===== config.mk =====
export PLATFORM = sky130hd
export DESIGN_NAME = ahb_arbiter
export DESIGN_NICKNAME = d
export VERILOG_FILES = /design/src/rtl/ahb_arbiter.sv
export SDC_FILE = /design/constraint.sdc
export NUM_CORES = 1
export LEC_CHECK = 0
export BUFFER_PORTS_ARGS = -buffer_cell sky130_fd_sc_hd__buf_2
export CORE_AREA = 5 5 83 85
export DETAILED_ROUTE_END_ITERATION = 8
export DIE_AREA = 0 0 88 90
export GPL_ROUTABILITY_DRIVEN = 1
export PLACE_DENSITY = 0.72
export SYNTH_ARGS = -nofsm -noshare
export SYNTH_HDL_FRONTEND = slang
export SYNTH_SLANG_ARGS = --single-unit

===== constraint.sdc =====
create_clock -name i_hclk -period 2.45 [get_ports i_hclk]
set_clock_uncertainty 0.1 [all_clocks]
set_input_delay 0 -clock i_hclk [delete_from_list [all_inputs] [get_ports i_hclk]]
set_output_delay 0 -clock i_hclk [all_outputs]
set_load 0.01 [all_outputs]

===== src/rtl/ahb_arbiter.sv =====
// AHB-lite multi-master arbiter with round-robin grant, lock support and a
// hold limit; muxes the granted master's address phase and the data-phase
// owner's write data onto the shared bus segment.
module ahb_arbiter #(
    parameter int unsigned NUM_MASTERS    = 2,
    parameter int unsigned ADDR_WIDTH     = 32,
    parameter int unsigned DATA_WIDTH     = 32,
    parameter int unsigned DEFAULT_MASTER = 0,
    parameter int unsigned MAX_HOLD       = 8,
    localparam int unsigned MW            = $clog2(NUM_MASTERS)
) (
    input  logic                              i_hclk,
    input  logic                              i_hreset,
    input  logic [NUM_MASTERS-1:0]            i_hbusreq,
    input  logic [NUM_MASTERS-1:0]            i_hlock,
    input  logic [2*NUM_MASTERS-1:0]          i_htrans_m,
    input  logic [ADDR_WIDTH*NUM_MASTERS-1:0] i_haddr_m,
    input  logic [NUM_MASTERS-1:0]            i_hwrite_m,
    input  logic [3*NUM_MASTERS-1:0]          i_hsize_m,
    input  logic [DATA_WIDTH*NUM_MASTERS-1:0] i_hwdata_m,
    input  logic                              i_hready,
    output logic [NUM_MASTERS-1:0]            o_hgrant,
    output logic [MW-1:0]                     o_hmaster,
    output logic [1:0]                        o_htrans,
    output logic [ADDR_WIDTH-1:0]             o_haddr,
    output logic                              o_hwrite,
    output logic [2:0]                        o_hsize,
    output logic                              o_hmastlock,
    output logic [DATA_WIDTH-1:0]             o_hwdata
);

    // Saturating counter only needs to reach MAX_HOLD.
    localparam int unsigned HW = (MAX_HOLD == 0) ? 1 : $clog2(MAX_HOLD + 1);

    localparam logic [1:0] HtransIdle   = 2'b00;
    localparam logic [1:0] HtransBusy   = 2'b01;
    localparam logic [1:0] HtransNonseq = 2'b10;
    localparam logic [1:0] HtransSeq    = 2'b11;

    localparam logic [MW-1:0]          DefaultIdx   = MW'(DEFAULT_MASTER);
    localparam logic [NUM_MASTERS-1:0] DefaultGrant = NUM_MASTERS'(1) << DEFAULT_MASTER;

    logic [MW-1:0]          addr_owner_q, addr_owner_d;
    logic [MW-1:0]          data_owner_q;
    logic [MW-1:0]          winner;
    logic [NUM_MASTERS-1:0] grant_q, grant_d;
    logic [HW-1:0]          hold_cnt_q, hold_cnt_d;
    logic                   owner_req;
    logic                   owner_lock;
    logic                   others_req;
    logic                   owner_active;
    logic                   hold_expired;
    logic [1:0]             owner_trans;

    // Address-phase mux and per-owner status, selected by the address owner.
    always_comb begin
        o_htrans    = HtransIdle;
        o_haddr     = '0;
        o_hwrite    = 1'b0;
        o_hsize     = '0;
        o_hmastlock = 1'b0;
        owner_req   = 1'b0;
        others_req  = 1'b0;
        for (int k = 0; k < int'(NUM_MASTERS); k++) begin
            if (addr_owner_q == MW'(k)) begin
                o_htrans    = i_htrans_m[2*k +: 2];
                o_haddr     = i_haddr_m[k*ADDR_WIDTH +: ADDR_WIDTH];
                o_hwrite    = i_hwrite_m[k];
                o_hsize     = i_hsize_m[3*k +: 3];
                o_hmastlock = i_hlock[k];
                owner_req   = i_hbusreq[k];
            end else if (i_hbusreq[k]) begin
                others_req = 1'b1;
            end
        end
    end

    assign owner_trans  = o_htrans;
    assign owner_lock   = o_hmastlock;
    assign owner_active = (owner_trans == HtransNonseq) || (owner_trans == HtransSeq);
    // Count includes the transfer being accepted on this edge, so the owner
    // gets exactly MAX_HOLD transfers before yielding.
    assign hold_expired = (MAX_HOLD != 0) &&
                          ((32'(hold_cnt_q) + 32'(owner_active)) >= MAX_HOLD);

    // Write-data mux, selected by the data-phase owner.
    always_comb begin
        o_hwdata = '0;
        for (int k = 0; k < int'(NUM_MASTERS); k++) begin
            if (data_owner_q == MW'(k)) begin
                o_hwdata = i_hwdata_m[k*DATA_WIDTH +: DATA_WIDTH];
            end
        end
    end

    // Round-robin winner: nearest requester after the current owner; the
    // descending scan lets the closest one overwrite farther ones.
    always_comb begin
        winner = addr_owner_q;
        for (int d = int'(NUM_MASTERS) - 1; d >= 1; d--) begin
            for (int j = 0; j < int'(NUM_MASTERS); j++) begin
                if (i_hbusreq[j] &&
                    ((int'(addr_owner_q) + d) % int'(NUM_MASTERS) == j)) begin
                    winner = MW'(j);
                end
            end
        end
    end

    // Next owner, one-hot grant and hold counter.
    always_comb begin
        addr_owner_d = addr_owner_q;
        hold_cnt_d   = hold_cnt_q;
        if (i_hready && !owner_lock) begin
            if (i_hbusreq == '0) begin
                addr_owner_d = DefaultIdx;
            end else if (others_req &&
                         (!owner_req || (owner_trans == HtransIdle) ||
                          (hold_expired && (owner_trans != HtransBusy)))) begin
                addr_owner_d = winner;
            end
        end
        if (i_hready) begin
            if (addr_owner_d != addr_owner_q) begin
                hold_cnt_d = '0;
            end else if (owner_active && (32'(hold_cnt_q) < MAX_HOLD)) begin
                hold_cnt_d = hold_cnt_q + HW'(1);
            end
        end
        grant_d = '0;
        for (int k = 0; k < int'(NUM_MASTERS); k++) begin
            grant_d[k] = (addr_owner_d == MW'(k));
        end
    end

    // Ownership state; data owner trails the address owner by one ready edge.
    always_ff @(posedge i_hclk or negedge i_hreset) begin
        if (!i_hreset) begin
            addr_owner_q <= DefaultIdx;
            data_owner_q <= DefaultIdx;
            grant_q      <= DefaultGrant;
            hold_cnt_q   <= '0;
        end else begin
            addr_owner_q <= addr_owner_d;
            grant_q      <= grant_d;
            hold_cnt_q   <= hold_cnt_d;
            if (i_hready) begin
                data_owner_q <= addr_owner_q;
            end
        end
    end

    assign o_hgrant  = grant_q;
    assign o_hmaster = addr_owner_q;

endmodule


==> Word-level counts from Yosys, hierarchy flattened <==
Cells that the tools add are included.
Widths: inputs -> output; s select.
{ "op_classes": {"addsub": 3, "magnitude_cmp": 2, "n_eq_ne": 5, "mux": 18, "bitwise": 2, "reduce_logical": 16} }
{ "op_table": {"columns": ["op", "count"], "rows": [
  ["$mux 32", 2],
  ["$logic_not 32->1", 1],
  ["$mux 1", 12],
  ["$mux 4", 2],
  ["$eq 2x2->1 const B", 3],
  ["$logic_and 1x1->1", 6],
  ["$add 4x1->5", 1],
  ["$ge 5x4->1 const B", 1],
  ["$add 4x1->4 const B", 1],
  ["$logic_not 2->1", 2],
  ["$lt 4x4->1 const B", 1],
  ["$logic_or 1x1->1", 3],
  ["$mux 3", 1],
  ["$logic_not 1->1", 2],
  ["$mux 2", 1],
  ["$ne 2x1->1 const B", 1],
  ["$reduce_and 2->1", 1],
  ["$reduce_bool 2->1", 1],
  ["$add 1x1->1 const B", 1],
  ["$and 1x1->1 const A", 1],
  ["$ne 1x1->1", 1],
  ["$not 1->1", 1]
]} }
{ "totals": {"reg_bits": 8, "in_bits": 147, "elab_cells": 50} }

==> Logic depth before layout (Yosys ltp) <==
Gate-level depths: netlist of run 1.
{ "depth": {"ltp_word": 14, "ltp_mapped": 8, "mapped_depth_nobuf": 8} }

==> Worst setup path before layout of run 1 <==
Ideal clock, no wire load.
{ "synth_path": {"kind": "register -> register", "from": "register addr_owner_q, in the netlist o_hmaster", "to": "register addr_owner_q, in the netlist o_hmaster", "setup_time_ns": 0.120, "arrival_ns": 2.035, "t_required_ns": 2.230, "slack_ns": 0.196, "stages_incl_launch_ff": 8, "path_cell_list": "dfrtp_1 > mux2i_1 > inv_1 > ha_1 > and3_1 > a211o_1 > a211o_1 > and3_1"} }
{ "synth_via": {"elab_chain_cells": 11, "elab_cells_between_ends": 31, "cone_classes": "2 x add/sub; 1 x order compare; 4 x eq/ne; 11 x mux; 1 x bitwise; 12 x reduce/logical"} }
{ "synth_rtl": {"columns": ["element", "line", "source"], "rows": [
  ["from (decl)", "43", "logic [MW-1:0] addr_owner_q, addr_owner_d;"],
  ["from (signal assigned)", "139", "addr_owner_q <= DefaultIdx;"],
  ["from (signal assigned)", "144", "addr_owner_q <= addr_owner_d;"],
  ["$mux 2 *", "65", "if (addr_owner_q == MW'(k)) begin"],
  ["named net o_htrans[1]", "24", "output logic [1:0] o_htrans,"],
  ["$eq 2x2->1", "80", "assign owner_active = (owner_trans == HtransNonseq) || (owner_trans == HtransSeq);"],
  ["$logic_or 1x1->1", "80", null],
  ["$add 4x1->5", "84", "((32'(hold_cnt_q) + 32'(owner_active)) >= MAX_HOLD);"],
  ["$ge 5x4->1", "84", null],
  ["$logic_and 1x1->1", "119", "(hold_expired && (owner_trans != HtransBusy)))) begin"],
  ["$logic_or 1x1->1 *", "118", "(!owner_req || (owner_trans == HtransIdle) ||"],
  ["$logic_and 1x1->1 *", "117", "end else if (others_req &&"],
  ["$mux 1 *", "117", null],
  ["$mux 1 *", "115", "if (i_hbusreq == '0) begin"],
  ["$mux 1 *", "114", "if (i_hready && !owner_lock) begin"],
  ["named net addr_owner_d", "43", null]
]} }
The timed path passes the listed nets; every way through them passes the cells marked *.
A chain may end at the register's enable or synchronous reset.

==> Worst setup path after layout of run 1 <==
{ "layout_path": {"from": "register addr_owner_q, in the netlist o_hmaster", "to": "register addr_owner_q, in the netlist o_hmaster"} }
{ "layout_via": {"elab_chain_cells": 11, "elab_cells_between_ends": 31, "cone_classes": "2 x add/sub; 1 x order compare; 4 x eq/ne; 11 x mux; 1 x bitwise; 12 x reduce/logical"} }
{ "layout_rtl": {"columns": ["element", "line"], "rows": [
  ["$mux 2", "65"],
  ["$eq 2x2->1", "80"],
  ["$logic_or 1x1->1", "80"],
  ["$add 4x1->5", "84"],
  ["$ge 5x4->1", "84"],
  ["$logic_and 1x1->1", "119"],
  ["$logic_or 1x1->1", "118"],
  ["$logic_and 1x1->1", "117"],
  ["$mux 1", "117"],
  ["$mux 1", "115"],
  ["$mux 1 *", "114"],
  ["named net addr_owner_d", "43"]
]} }
Marked as above.

==> flow_summary_export.csv, run 1 <==
group,metric,value,unit
sta,relSlewSlack,63.4,%
yosys,avgSynthCellArea,9.85,µm²
sta,period_share,83.9,%
routing,viasPerCell,4.29,
layout,fin_cells,427,
placement,placed_area,2460,µm²
yosys,synth.mux.area_fraction,62.7,%
global_route,grtUsageTotal,14.0,%
global_route,busiest_layer,"met2",
yosys,synth_top_family_by_area,"multiplexers",
layout,design_area,2530,µm²
pwr,switching_power,0.358,mW
critical_path,critPathLaunch,"o_hmaster",
yosys,yosys.area_share.adder,2.91,%
global_route,grt_pass1_wl,9020,µm
sta,finalCriticalPeriod,2.05,ns
yosys,yosys-top-cells-area,"mux2_2, mux2_1, dfrtp_1",
critical_path,cp.arrival,2.07,ns
critical_path,end_kind,"flip-flop",
placement,gp_congestion,0.873,
layout,fill_cells,627,
routing,wl,6200,µm
routing,drtIter0Drc,16,
critical_path,reg2reg_slack,0.40,ns
global_route,grtUsageMet3,3.38,%
min_path,worstHoldStart,"i_hbusreq[0]",
sta,hold_viol,0,
die,rows,29,
sta,worst_pin_slew,0.548,ns
die,die_w,88,µm
pwr,p_int,0.575,mW
critical_path,critPathLaunchType,"flip-flop",
yosys,synth_seq_cells,7,
cts,h-tree-depth,1,
layout,fin_nets,501,
pwr,clkPwrFrac,17.7,%
critical_path,crit_type,"reg -> reg",
pwr,cellPowerDensity,369,nW/µm²
routing,first_pass_iters,3,
sta,rsz0062_at_grt,"false",
routing,route.detailed.drc,0,
yosys,seq_area_frac_synth,13.7,%
placement,port-buffer-count,220,
job,maxCapViolations,0,
routing,wl_per_cell,14.5,µm
sta,finalSetupViolCount,0,
yosys,syn_inst,131,
layout,final_cell_mix,"buf_2, mux2_2, mux2_1, nor2_1",
routing,ant_nets,0,
cts,clk_pin_slew,0.04,ns
pwr,vdd_drop_max,0.217,mV
yosys,syn-num-nets,281,
yosys,synthSimpleGateAreaFrac,7.37,%
die,start_util,21.0,%
sta,max_clock_freq,487,MHz
pwr,p_comb_share,61.9,%
cts,postCtsSetupBuffers,0,
critical_path,cp.required,2.47,ns
yosys,synth-xor-area-share,1.36,%
global_route,gr-usage-met1,15.1,%
pwr,leakage,1.38,nW
placement,dp_hpwl,5540,µm
placement,dpl.cell_count,421,
layout,num_antenna_cells,0,
layout,final_layout_size_suffix_gt1_share,78.6,%
yosys,yosysUniqueCellTypes,29,
outcome,status,"complete, no violations",
critical_path,r2r-end,"o_hmaster",
yosys,synth_top_area_share,39.3,%
yosys,synth_top_area_cell,"mux2_2",
global_route,grt_max_degree,51,
sta,drv_slew,0,
yosys,synth_compound_area_share,6.69,%
layout,layout_commonest_cell,"buf_2",
routing,vias,1833,
critical_path,r2r_start,"o_hmaster",
pwr,swShare,38.4,%
critical_path,rr_worst_depth,7,
critical_path,crit_path_end,"o_hmaster",
die,die_area,7920,µm²
cts,tritoncts,"built",
cts,cts.path.max_buffers,2,
cts,clock_latency,0.23,ns
sta,tns,0,ns
cts,clock_tree.root_cell,"clkbuf_8",
global_route,antenna_found_initial,0,
die,pin_count,221,
global_route,grt_pass1_vias,1907,
global_route,groute.layer.met2.usage,26.4,%
min_path,hold_path.class,"in -> reg",
layout,area_delta_synth_final,95.8,%
pwr,seq_power_share,20.5,%
layout,seqCellArea,178,µm²
cts,numCtsBuffers,3,
die,die_h,90,µm
sta,whs,0.0216,ns
yosys,syn_area,1290,µm²
critical_path,critPathMaxFanout,3,
cts,cts_resized,0,
yosys,yosys_warnings,0,
die,core,6130,µm²
cts,cts.sinks,7,
global_route,grt-ovfl-total,0,
layout,multi_input_area,1040,µm²
[flip-flops by register name (all words and copies together), names as in the netlist]
| name | count |
|---|---|
| data_owner_q | 1 |
| o_hgrant | 1 |
| hold_cnt_q | 4 |
| o_hmaster | 1 |
[worst max-delay path: stages, from the launching register on]
cell and delay, ns:
dfrtp_2 0.40, mux2i_1 0.19, inv_1 0.09, ha_1 0.24, and3_1 0.19, a211o_1 0.30
a211o_1 0.28, and3_1 0.14
[cell families (layout without fill, tap and decap cells)]
logic type,count (synthesis),in the layout
adder cells (fa/ha/maj),3,3
flip-flops,7,7
AND/OR/NAND/NOR,20,20
buffers and inverters,15,234
AO/OA/AOI/OAI,12,12
multiplexers,72,72
XOR/XNOR,2,2
[worst min-delay path by stage]
stage | endpoint | slack (ns) | cells past startpoint
after floorplan | data_owner_q | -0.40 | 0
after global placement | data_owner_q | -0.25 | 1
after detailed placement | data_owner_q | -0.25 | 1
after CTS | o_hgrant[0] | 0.02 | 4
after global routing | o_hgrant[0] | 0.06 | 4
final | o_hgrant[0] | 0.02 | 4
[synth_stat cells]
| cell | count |
|---|---|
| dfrtp_1 | 6 |
| a211o_1 | 2 |
| clkbuf_1 | 2 |
| buf_2 | 7 |
| o211ai_1 | 1 |
| a211oi_2 | 1 |
| inv_1 | 5 |
| a41oi_1 | 1 |
| ha_1 | 3 |
| mux2_2 | 45 |
| nand3_1 | 1 |
| buf_4 | 1 |
| nand2_1 | 3 |
| o21ai_1 | 1 |
| nor4_1 | 1 |
| nand2b_1 | 2 |
| a31oi_1 | 1 |
| mux2_1 | 25 |
| mux2i_1 | 2 |
| a21oi_1 | 2 |
| dfstp_2 | 1 |
| a32oi_1 | 1 |
| xnor2_1 | 2 |
| or2_2 | 1 |
| nor2b_1 | 1 |
| o21ai_0 | 2 |
| nor2_1 | 8 |
| nor3_1 | 1 |
| and3_1 | 2 |
[per-layer routing]
metal  vias to the layer above  wire length [µm]
li1                        919                 -
met1                       773              2180
met2                       135              3010
met3                         6               932
met4                         0                80
met5                         -                 0
[area by class of cell]
cell class	instances	share of cell area, %
multi-input combinational	109	41.4
sequential	7	7.03
clock buffer	4	1.78
timing repair buffer	225	45.3
inverter	5	0.743
tap	77	3.81
[timing repair]
item,4_1_cts,5_1_grt
hold buffers,2,0
endpoints found under the hold margin,8,0
setup endpoints to repair,0,0
[power groups by stage]
stage / Clock (mW) / Combinational, mW / Sequential, mW
2_1_floorplan: 0 / 0.316 / 0.185
3_3_place_gp: 0 / 0.567 / 0.189
3_5_place_dp: 0 / 0.578 / 0.191
4_1_cts: 0.166 / 0.587 / 0.190
5_1_grt: 0.176 / 0.636 / 0.196
6_report: 0.165 / 0.577 / 0.191
[metrics by stage]
stage	utilization [%]	total power, mW	setup WS, ns
finish	41.2	0.933	0.395
global placement	40.1	0.756	0.483
floorplan	-	0.501	0.196
global route	41.2	1.01	0.275
CTS	41.2	0.943	0.405
detailed placement	40.1	0.769	0.421
No activity file was read; power rests on OpenSTA's default activity.
==> run 2: changes to the inputs <==
==> constraint.sdc (replaced) <==
create_clock -name i_hclk -period 2 [get_ports i_hclk]
set_clock_uncertainty 0.1 [all_clocks]
set_input_delay 0 -clock i_hclk [delete_from_list [all_inputs] [get_ports i_hclk]]
set_output_delay 0 -clock i_hclk [all_outputs]
set_load 0.01 [all_outputs]
==> run 2 against run 1 <==
Global-route usage rose by 0.81 points; total power rose by 27%; the flow now finishes with violations (negative setup slack); routed wire length rose by 4.2%; sequential share of layout area fell by 0.13 points; fmax rose by 0.40%; worst hold slack got worse by 0.0075 ns.
==> flow_summary_export.csv, run 2 (synthesis gave the netlist of run 1 again) <==
group,metric,value,unit
die,rows,29,
critical_path,r2r-end,"o_hmaster",
pwr,cellPowerDensity,460,nW/µm²
layout,layout_commonest_cell,"buf_2",
placement,dpl.cell_count,421,
min_path,hold_depth,4,
routing,vias,1903,
layout,seqCellArea,178,µm²
die,start_util,21.0,%
critical_path,path_cells,"mux2i_4 > inv_2 > ha_4 > and3_4 > a211o_4 > a211o_1 > and3_1",
critical_path,critPathMaxFanout,3,
global_route,grt_max_degree,51,
global_route,grt-ovfl-total,0,
sta,max_clock_freq,489,MHz
die,die_w,88,µm
routing,ant_nets,0,
layout,largest_reg_flops,4,
sta,drv_slew,0,
pwr,leakage,1.38,nW
global_route,grtUsageTotal,14.8,%
critical_path,slowest_delay,0.39,ns
critical_path,critPathLaunch,"o_hmaster",
cts,postCtsSetupBuffers,0,
layout,fin_nets,501,
outcome,status,"complete, but fails checks",
cts,h-tree-depth,1,
sta,tns,-0.0467,ns
pwr,vdd_drop_max,0.273,mV
critical_path,crit_cells,7,
layout,final_layout_size_suffix_gt1_share,80.0,%
layout,regMostFlops,"hold_cnt_q",
layout,fill_cells,624,
placement,gp_congestion,0.795,
cts,tritoncts,"built",
routing,wl_per_cell,15.1,µm
sta,finalSetupViolCount,1,
placement,pre_cts_ws,-0.0407,ns
global_route,antenna_found_initial,0,
routing,first_pass_iters,4,
critical_path,cp_top_family,"compound AO/OA/AOI/OAI gates",
die,die_h,90,µm
layout,multi_input_area,1090,µm²
min_path,worstHoldStart,"i_hbusreq[0]",
die,die_area,7920,µm²
min_path,hold-path-endpoint,"o_hgrant[0]",
layout,fin_cells,427,
global_route,grt_pass1_wl,9630,µm
layout,area_delta_synth_final,99.4,%
cts,numCtsBuffers,3,
sta,relSlewSlack,61.6,%
sta,rsz0062_at_grt,"true",
die,pin_count,221,
critical_path,critPathLaunchType,"flip-flop",
cts,cts.sinks,7,
layout,final_cell_mix,"buf_2, mux2_2, mux2_1, nor2_1, dfrtp_1",
critical_path,cp.arrival,2.06,ns
critical_path,rr_worst_depth,7,
job,maxCapViolations,0,
cts,clk_pin_slew,0.04,ns
outcome,failed_checks,"negative setup slack",
cts,clock_latency,0.23,ns
placement,dp_hpwl,5670,µm
cts,cts.path.max_buffers,2,
routing,route.detailed.drc,0,
routing,wl,6460,µm
critical_path,r2r_start,"o_hmaster",
critical_path,reg2reg_slack,-0.05,ns
min_path,hold_path.class,"in -> reg",
sta,timing.final.ws_setup,-0.0467,ns
placement,port-buffer-count,220,
cts,clock_tree.root_cell,"clkbuf_8",
sta,hold_viol,0,
layout,utilization,42.0,%
critical_path,cp_slowest_cell,"dfrtp_2",
layout,num_antenna_cells,0,
critical_path,end_kind,"flip-flop",
routing,viasPerCell,4.46,
routing,drtIter0Drc,16,
pwr,p_total,1.18,mW
sta,worst_pin_slew,0.576,ns
global_route,grt_pass1_vias,2000,
critical_path,critPathBufInv,1,
sta,period_share,102,%
sta,finalCriticalPeriod,2.05,ns
critical_path,cp.required,2.01,ns
critical_path,crit_type,"reg -> reg",
die,core,6130,µm²
==> run 2: report_power, final <==
part           leakage, nW  total (mW)  internal [mW]  switching (mW)
Combinational         1.27       0.729          0.398           0.331
Sequential          0.0872       0.245          0.185          0.0598
Clock               0.0228       0.209          0.139          0.0704
==> run 2: metal layers <==
metal,vias to the layer above,part of all wire (%),GRT usage (%)
li1,917,-,-
met3,6,15,4.02
met4,0,0.71,2.30
met1,840,36,16.5
met5,-,0,0
met2,140,49,27.8
==> run 2: worst min-delay path: stages <==
cell	delay [ns]
buf_2	0.11
nand2_1	0.06
a211o_1	0.10
nand3_1	0.06
==> run 2: worst max-delay path by stage <==
stage and endpoint:
2_1_floorplan o_hmaster, 3_3_place_gp o_hmaster, 3_5_place_dp hold_cnt_q[1], 4_1_cts o_hmaster, 5_1_grt o_hmaster, 6_report o_hmaster
==> run 2: final cells by class <==
class / count / share of cell area, %
repair buffers: 225 / 44.5
inverters: 5 / 0.730
flip-flops and latches: 7 / 6.91
clock buffers: 4 / 1.75
multi-input cells: 109 / 42.4
well taps: 77 / 3.75
==> run 2: through the flow <==
step / hold slack [ns] / cell area, µm²
after floorplan: -0.396 / 1320
after global placement: -0.256 / 2490
after detailed placement: -0.251 / 2490
after CTS: 0.0202 / 2570
after global routing: 0.0501 / 2570
final: 0.0142 / 2570
==> run 2: repair_timing <==
action                     4_1_cts  5_1_grt
hold buffers                     2        0
gates resized for setup          2        0
pin swaps                        2        0
hold endpoints to repair         8        0
setup endpoints to repair        5        4
==> run 3: changes to the inputs <==
--- a/config.mk
+++ b/config.mk
@@ -11,6 +11,7 @@
 export DIE_AREA = 0 0 88 90
 export GPL_ROUTABILITY_DRIVEN = 1
 export PLACE_DENSITY = 0.72
+export RECOVER_POWER = 25
 export SYNTH_ARGS = -nofsm -noshare
 export SYNTH_HDL_FRONTEND = slang
 export SYNTH_SLANG_ARGS = --single-unit
==> run 3 against run 2 <==
The flow still finishes with violations (negative setup slack); cell area decreased by 0.63%; die area unchanged; worst hold slack worse by 0.0013 ns; critical endpoint unchanged; largest cell class unchanged; total power decreased by 0.39%; critical path type unchanged; flip-flop and latch count unchanged; routed wire length down 0.15%; largest power group unchanged.
==> flow_summary_export.csv, run 3 (synthesis gave the netlist of run 1 again) <==
group,metric,value,unit
sta,drv_slew,0,
die,pin_count,221,
routing,ant_nets,0,
cts,clock_tree.root_cell,"clkbuf_8",
die,die_h,90,µm
die,rows,29,
critical_path,critPathLaunchType,"flip-flop",
sta,hold_viol,0,
cts,cts.sinks,7,
layout,final_layout_size_suffix_gt1_share,76.9,%
placement,pre_cts_ws,-0.0407,ns
sta,period_share,102,%
layout,layout_commonest_cell,"buf_2",
cts,clk_pin_slew,0.04,ns
critical_path,critPathMaxFanout,3,
critical_path,cp_slowest_cell,"dfrtp_2",
critical_path,cp.required,2.01,ns
cts,clock_latency,0.23,ns
global_route,grt_max_degree,51,
critical_path,crit_type,"reg -> reg",
sta,max_clock_freq,489,MHz
cts,tritoncts,"built",
critical_path,cp.arrival,2.06,ns
critical_path,end_kind,"flip-flop",
routing,first_pass_iters,4,
die,die_area,7920,µm²
job,maxCapViolations,0,
sta,rsz0062_at_grt,"true",
die,die_w,88,µm
cts,h-tree-depth,1,
die,start_util,21.0,%
layout,area_delta_synth_final,98.2,%
sta,timing.final.ws_setup,-0.0447,ns
placement,dp_hpwl,5670,µm
min_path,hold_path.class,"in -> reg",
layout,final_cell_mix,"buf_2, mux2_2, mux2_1, clkbuf_1, nor2_1",
global_route,grt_pass1_wl,9630,µm
routing,vias,1897,
cts,cts.path.max_buffers,2,
routing,wl_per_cell,15.1,µm
cts,numCtsBuffers,3,
global_route,grtUsageTotal,14.8,%
sta,tns,-0.0447,ns
global_route,antenna_found_initial,0,
placement,gp_congestion,0.795,
pwr,leakage,1.35,nW
routing,drtIter0Drc,17,
routing,route.detailed.drc,0,
outcome,status,"complete, but fails checks",
layout,num_antenna_cells,0,
critical_path,slowest_delay,0.39,ns
pwr,vdd_drop_max,0.274,mV
routing,viasPerCell,4.44,
global_route,grt_pass1_vias,2000,
outcome,failed_checks,"negative setup slack",
sta,worst_pin_slew,0.752,ns
layout,regMostFlops,"hold_cnt_q",
critical_path,path_cells,"mux2i_4 > inv_2 > ha_4 > and3_4 > a211o_4 > a211o_1 > and3_1",
routing,wl,6450,µm
pwr,cellPowerDensity,461,nW/µm²
sta,whs,0.0128,ns
sta,finalCriticalPeriod,2.04,ns
die,core,6130,µm²
layout,largest_reg_flops,4,
sta,finalSetupViolCount,1,
global_route,grt-ovfl-total,0,
sta,relSlewSlack,49.9,%
placement,port-buffer-count,220,
layout,fin_nets,501,
run 3: report_power, final:
part	total (mW)	internal (mW)	switching, mW
registers	0.245	0.185	0.0598
clock network	0.210	0.139	0.0714
logic	0.723	0.392	0.331
total	1.18	0.716	0.462
run 3: final timing paths:
check                              from            to  slack [ns]  cells past startpoint
setup / recovery              o_hmaster     o_hmaster       -0.04                      7
hold / removal             i_hbusreq[0]   o_hgrant[0]        0.01                      4
setup reg to reg              o_hmaster     o_hmaster       -0.04                      7
hold reg to reg            data_owner_q  data_owner_q        0.40                      1
max in group asynchronous      i_hreset   o_hgrant[0]        1.37                      2
min in group asynchronous      i_hreset  data_owner_q        0.11                      2
run 3: metrics by stage:
stage	instance area, µm²	util, %	power, mW	std cells
final	2560	41.7	1.18	427
after global routing	2560	41.7	1.28	427
after detailed placement	2490	40.6	0.967	421
after floorplan	1320	-	0.633	131
after CTS	2570	42.0	1.19	427
after global placement	2490	40.6	0.946	421
run 3: area by class of cell:
cell class                      instances  area (µm²)
Clock buffer                            4        45.0
Fill cell                             633        3580
Inverter                                5        18.8
Multi-Input combinational cell        109        1090
Sequential cell                         7         178
Tap cell                               77        96.3
Timing Repair Buffer                  225        1130
run 3: repair_timing:
item                                    4_1_cts  5_1_grt
pin swaps                                     2        0
hold buffers                                  2        0
endpoints found under the hold margin         8        0
buffers inserted                              0        0
resized for setup                             2        0
endpoints found under the setup margin        5        4
run 3: metal layers:
layer	vias up	track usage [%]	wire, µm
met5	-	0	0
met4	0	2.30	48
met3	6	4.02	900
met2	135	27.8	3140
met1	838	16.5	2360
li1	918	-	-
run 3: critical path, delay by kind of cell, from the launching register on:
| family | cells | cell delay [ns] |
|---|---|---|
| AOI/OAI and AO/OA | 2 | 0.63 |
| DFF | 1 | 0.39 |
| adders and majority gates | 1 | 0.16 |
| buffers and inverters | 1 | 0.07 |
| muxes | 1 | 0.24 |
| and+or+nand+nor | 2 | 0.33 |
